===== config.mk =====
export PLATFORM = sky130hd
export DESIGN_NAME = array_max_scanner
export DESIGN_NICKNAME = d
export VERILOG_FILES = /design/src/rtl/array_max_scanner_pkg.sv /design/src/rtl/array_max_scanner_tracker.sv /design/src/rtl/array_max_scanner.sv
export SDC_FILE = /design/constraint.sdc
export NUM_CORES = 1
export LEC_CHECK = 0
export CORE_MARGIN = 3
export CORE_UTILIZATION = 45
export DETAILED_ROUTE_END_ITERATION = 6
export PLACE_DENSITY_LB_ADDON = 0.08
export SYNTH_ARGS = -nofsm -noshare
export SYNTH_HDL_FRONTEND = slang
export SYNTH_SLANG_ARGS = --single-unit

===== constraint.sdc =====
create_clock -name clk -period 2.8 [get_ports clk]
set_input_delay 0.56 -clock clk [delete_from_list [all_inputs] [get_ports clk]]
set_output_delay 0.56 -clock clk [all_outputs]
set_load 0.01 [all_outputs]

===== src/rtl/array_max_scanner_pkg.sv =====
// array_max_scanner_pkg: shared state encoding and fixed addresses for the max scanner.
package array_max_scanner_pkg;
   typedef enum logic [2:0] {IDLE, SCAN, WMAX, WIDX, DONE} state_t;
   localparam logic [31:0] MAX_ADDR  = 32'd2000;
   localparam logic [31:0] IDX_ADDR  = 32'd2004;
   localparam logic [31:0] WORD_STEP = 32'd4;
endpackage


===== src/rtl/array_max_scanner_tracker.sv =====
// max_tracker: registered running signed maximum and its index, with clear and first-load.
module max_tracker #(
   parameter int DATA_WIDTH = 32,
   parameter int CNT_WIDTH  = 16
) (
   input  logic                  clk,
   input  logic                  rst,
   input  logic                  clear,
   input  logic                  load,
   input  logic                  first,
   input  logic [DATA_WIDTH-1:0] data,
   input  logic [CNT_WIDTH-1:0]  index,
   output logic [DATA_WIDTH-1:0] max_out,
   output logic [DATA_WIDTH-1:0] index_out,
   output logic [DATA_WIDTH-1:0] max_nxt
);
   logic take;
   // strict compare keeps the first occurrence on ties
   always_comb begin
      take    = load && (first || $signed(data) > $signed(max_out));
      max_nxt = clear ? '0 : take ? data : max_out;
   end
   always_ff @(posedge clk) begin
      if (!rst) begin
         max_out   <= '0;
         index_out <= '0;
      end else begin
         max_out <= max_nxt;
         if (clear) index_out <= '0;
         else if (take) index_out <= DATA_WIDTH'(index);
      end
   end
endmodule


===== src/rtl/array_max_scanner.sv =====
// array_max_scanner: bus-initiator that scans COUNT words for the signed max and writes max/index to fixed slots.
module array_max_scanner
   import array_max_scanner_pkg::*;
#(
   parameter int DATA_WIDTH = 32,
   parameter int ADDR_WIDTH = 32,
   parameter int CNT_WIDTH  = 16
) (
   input  logic                  clk,
   input  logic                  rst,
   input  logic                  start,
   input  logic [ADDR_WIDTH-1:0] base_addr,
   input  logic [CNT_WIDTH-1:0]  count,
   input  logic [DATA_WIDTH-1:0] read_data,
   output logic [ADDR_WIDTH-1:0] address,
   output logic [DATA_WIDTH-1:0] write_data,
   output logic                  Memread,
   output logic                  Memwrite,
   output logic                  busy,
   output logic                  done,
   output logic [DATA_WIDTH-1:0] max_out,
   output logic [DATA_WIDTH-1:0] max_index_out
);
   state_t                state;
   logic [CNT_WIDTH-1:0]  n, idx;
   logic [DATA_WIDTH-1:0] max_nxt;
   logic                  clear;
   assign clear = state == IDLE && start && count == '0;
   max_tracker #(.DATA_WIDTH(DATA_WIDTH), .CNT_WIDTH(CNT_WIDTH)) u_tracker (
      .clk(clk), .rst(rst), .clear(clear), .load(state == SCAN), .first(idx == '0),
      .data(read_data), .index(idx), .max_out(max_out), .index_out(max_index_out),
      .max_nxt(max_nxt)
   );
   // address doubles as the scan pointer while in SCAN
   always_ff @(posedge clk) begin
      if (!rst) begin
         state      <= IDLE;
         n          <= '0;
         idx        <= '0;
         address    <= '0;
         write_data <= '0;
         Memread    <= 1'b0;
         Memwrite   <= 1'b0;
         busy       <= 1'b0;
         done       <= 1'b0;
      end else begin
         case (state)
            IDLE: if (start) begin
               busy <= 1'b1;
               if (count != '0) begin
                  state   <= SCAN;
                  n       <= count;
                  idx     <= '0;
                  address <= base_addr;
                  Memread <= 1'b1;
               end else begin
                  state      <= WMAX;
                  address    <= ADDR_WIDTH'(MAX_ADDR);
                  write_data <= '0;
                  Memwrite   <= 1'b1;
               end
            end
            SCAN: if (idx == n - CNT_WIDTH'(1)) begin
               state      <= WMAX;
               Memread    <= 1'b0;
               Memwrite   <= 1'b1;
               address    <= ADDR_WIDTH'(MAX_ADDR);
               write_data <= max_nxt;
            end else begin
               idx     <= idx + CNT_WIDTH'(1);
               address <= address + ADDR_WIDTH'(WORD_STEP);
            end
            WMAX: begin
               state      <= WIDX;
               address    <= ADDR_WIDTH'(IDX_ADDR);
               write_data <= max_index_out;
            end
            WIDX: begin
               state      <= DONE;
               Memwrite   <= 1'b0;
               address    <= '0;
               write_data <= '0;
               done       <= 1'b1;
            end
            default: begin
               state <= IDLE;
               done  <= 1'b0;
               busy  <= 1'b0;
            end
         endcase
      end
   end
endmodule


==> results.toml <==
[drt]
wl_per_cell_um = 17.8
finalWirelength_um = 26900
ant_nets = 0
via_count = 8419
drt_iter0_drc = 644
route.detailed.drc = 0
avgViaCountPerCell = 5.56
drtPass1Iterations = 5

[pwr]
power_w = 0.00693
p_leak_nw = 4.85
p_per_area_mw_per_mm2 = 550
irDropWorstVdd_mv = 0.490

[global_routing]
grt.total_usage_pct = 25.0
grt_max_degree = 49
grt_pass1_vias = 7722
grt_pass1_wl_um = 40800
gr-total-overflow = 0
antenna_found_initial = 0

[timing]
period_needed_ns = 2.84
setup_tns_ns = -0.152
hold_ws_ns = 0.464
setup_slack_ns = -0.0356
slew_violations = 0
fin_skew_ns = 0.00840
finalCritPeriodShare_pct = 101
relSlewSlack_pct = 60.4
max_freq_mhz = 353
final-hold-violation-count = 0
setup_viol = 12
tightest_slew_ns = 0.592
rsz0062_at_grt = "yes"

[logic_synthesis]
synth_top_area_cell = "dfxtp_1"
yosysUniqueCellTypes = 78
synthTopCellsByArea = "dfxtp_1 (36%), mux2i_1 (6.3%), ha_1 (5.3%), nand2_1 (4.9%), nor2_1 (3.7%)"
netlist_area_mm2 = 0.00844
synth_ff_type = "dfxtp_1"
synthCells = 1002
yosysSeqAreaShare_pct = 35.8
syn_avg_cell_area_um2 = 8.42
ys_seq_elements = 151
synth-async-reset-ratio_pct = 0
yosysWarnings = 0
synth-edff-count = 0
post-synth-top-area-fraction_pct = 35.8

[clocking]
cts_tree = "done"
path_clk_slew_ns = 0.06
cts_buffers = 17
clock_path_buffers = 2
cts-htree-levels = 4
holdBufCountCts = 0
cts_sinks = 151
cts_root_buf = "clkbuf_16"
clkLatencyLatePin_ns = 0.43

[setup_path]
path_depth = 9
crit_path_max_incr_delay_ns = 0.58
cpLargestDelayFamily = "simple AND/OR/NAND/NOR gates"
r2r-start = "n[0]$_SDFFE_PN0P_"
startpoint_type = "register"
path_buf_inv = 2
required_ns = 3.14
crit_chain = "buf_4, or4_4, nor4_2, o21ai_1, a41oi_2, nand3_1, or4_4, buf_12, o221ai_1"
ff2ff_setup_slack_ns = -0.04
r2r_end = "write_data[13]$_SDFFE_PN0P_"
crit_slowest_cell = "or4_4"
arrival_ns = 3.18
crit_path_frequent_cell = "or4_4"
critical_path_class = "reg -> reg"
cp_max_fo = 16
r2r_cells = 9
cp-end-kind = "register"

[finish]
antenna_cells = 0
synthToLayoutAreaGrowth_pct = 49.3
finalNonFillerCells = 1513
layout_common_cells = "clkdlybuf4s50_1 (179), dfxtp_1 (143), nand2_1 (108)"
final_common_cell = "clkdlybuf4s50_1"
drive_gt1_share_pct = 21.4
num-nets-final = 1390

[worst_hold_path]
hp-class = "reg -> reg"
hold_depth = 1
hold_end = "write_data[20]$_SDFFE_PN0P_"
worstHoldStart = "write_data[20]$_SDFFE_PN0P_"

[run_status]
status = "finished with violations"
violations = "negative setup slack"

[floorplan]
io_pins = 215
die_h_um = 143
initial_core_util_pct = 46.3
dieArea_mm2 = 0.0204
rows = 49
core-area_mm2 = 0.0182
die_w_um = 143

[place]
io_buffers = 198
dp_slack_ns = -0.763
dp_hpwl_um = 18500
place_congestion = 0.884
placed_cells = 1465

[flow_run]
drv_cap = 0
-- per-stage QoR --
| step | area, um2 | util (%) |
|---|---|---|
| finish | 12600 | 69.2 |
| global route | 12600 | 69.2 |
| CTS | 12200 | 67.0 |
| detailed placement | 11200 | 61.3 |
| global placement | 11200 | 61.3 |
| floorplan | 8540 | - |
-- final cells by class --
type                       instances  area (um2)
clock inverter                    14         173
sequential                       151        3040
tap                              229         287
fill                            1420        5610
inverter                          67         254
multi-input combinational        721        5330
clock buffer                      18         439
timing repair buffer             313        3070
-- power by group --
| part | internal, W | total (W) | switching (W) |
|---|---|---|---|
| clock network | 0.00144 | 0.00240 | 0.000961 |
| registers | 0.00228 | 0.00243 | 0.000151 |
| logic | 0.00109 | 0.00210 | 0.00101 |
| total | 0.00481 | 0.00693 | 0.00213 |
-- worst max path at each step --
stage | startpoint | to | slack, ns
floorplan | read_data[17] | u_tracker.max_out[27]$_SDFF_PN0_ | 0.001
CTS | read_data[11] | write_data[9]$_SDFFE_PN0P_ | -0.006
global route | n[0]$_SDFFE_PN0P_ | write_data[22]$_SDFFE_PN0P_ | -0.15
detailed placement | read_data[14] | write_data[8]$_SDFFE_PN0P_ | -0.76
finish | n[0]$_SDFFE_PN0P_ | write_data[13]$_SDFFE_PN0P_ | -0.04
global placement | read_data[14] | write_data[8]$_SDFFE_PN0P_ | -0.76
-- kinds of logic after synthesis --
kind of cell	share of synthesized area, %
fa+ha+maj	5.34
compound gates	19.2
mux	6.29
xor+xnor	3.22
flops	35.8
other cells	0.0445
buf+inv	8.48
simple gates	21.6
-- repair_timing --
item / 4_1_cts / 5_1_grt
pin swaps: 7 / 45
gates cloned: 3 / 1
setup endpoints to repair: 108 / 124
setup buffers: 7 / 5
gates resized for setup: 67 / 82
-- layer usage --
metal	vias to the layer above	routed length [um]	track usage [%]
met5	-	0	0
met4	0	614	8.40
met3	45	1620	4.25
met2	319	12400	40.0
met1	3958	12300	34.3
li1	4097	-	-
-- state kept, by name, indices dropped and copies added (netlist names) --
register             flops
state                    3
address                 32
busy                     1
Memread                  1
idx                     16
Memwrite                 1
n                       16
u_tracker.max_out       32
write_data              32
done                     1
u_tracker.index_out     16
-- cell usage after synthesis (all sizes together), types with 5 or more instances --
cell and instances:
a21o 12, a21oi 53, a22oi 10, a31o 6, a31oi 15, a32o 6
and2 9, and3 20, buf 35, clkbuf 43, dfxtp 151, ha 36
inv 66, mux2i 53, nand2 111, nand3 27, nand3b 5, nand4 25
nor2 84, nor2b 7, nor3 29, nor4 13, o21ai 47, o221ai 16
o2bb2ai 17, o31ai 5, or3 10, or4 7, xnor2 21, xor2 10
(Power assumes the default switching activity.)
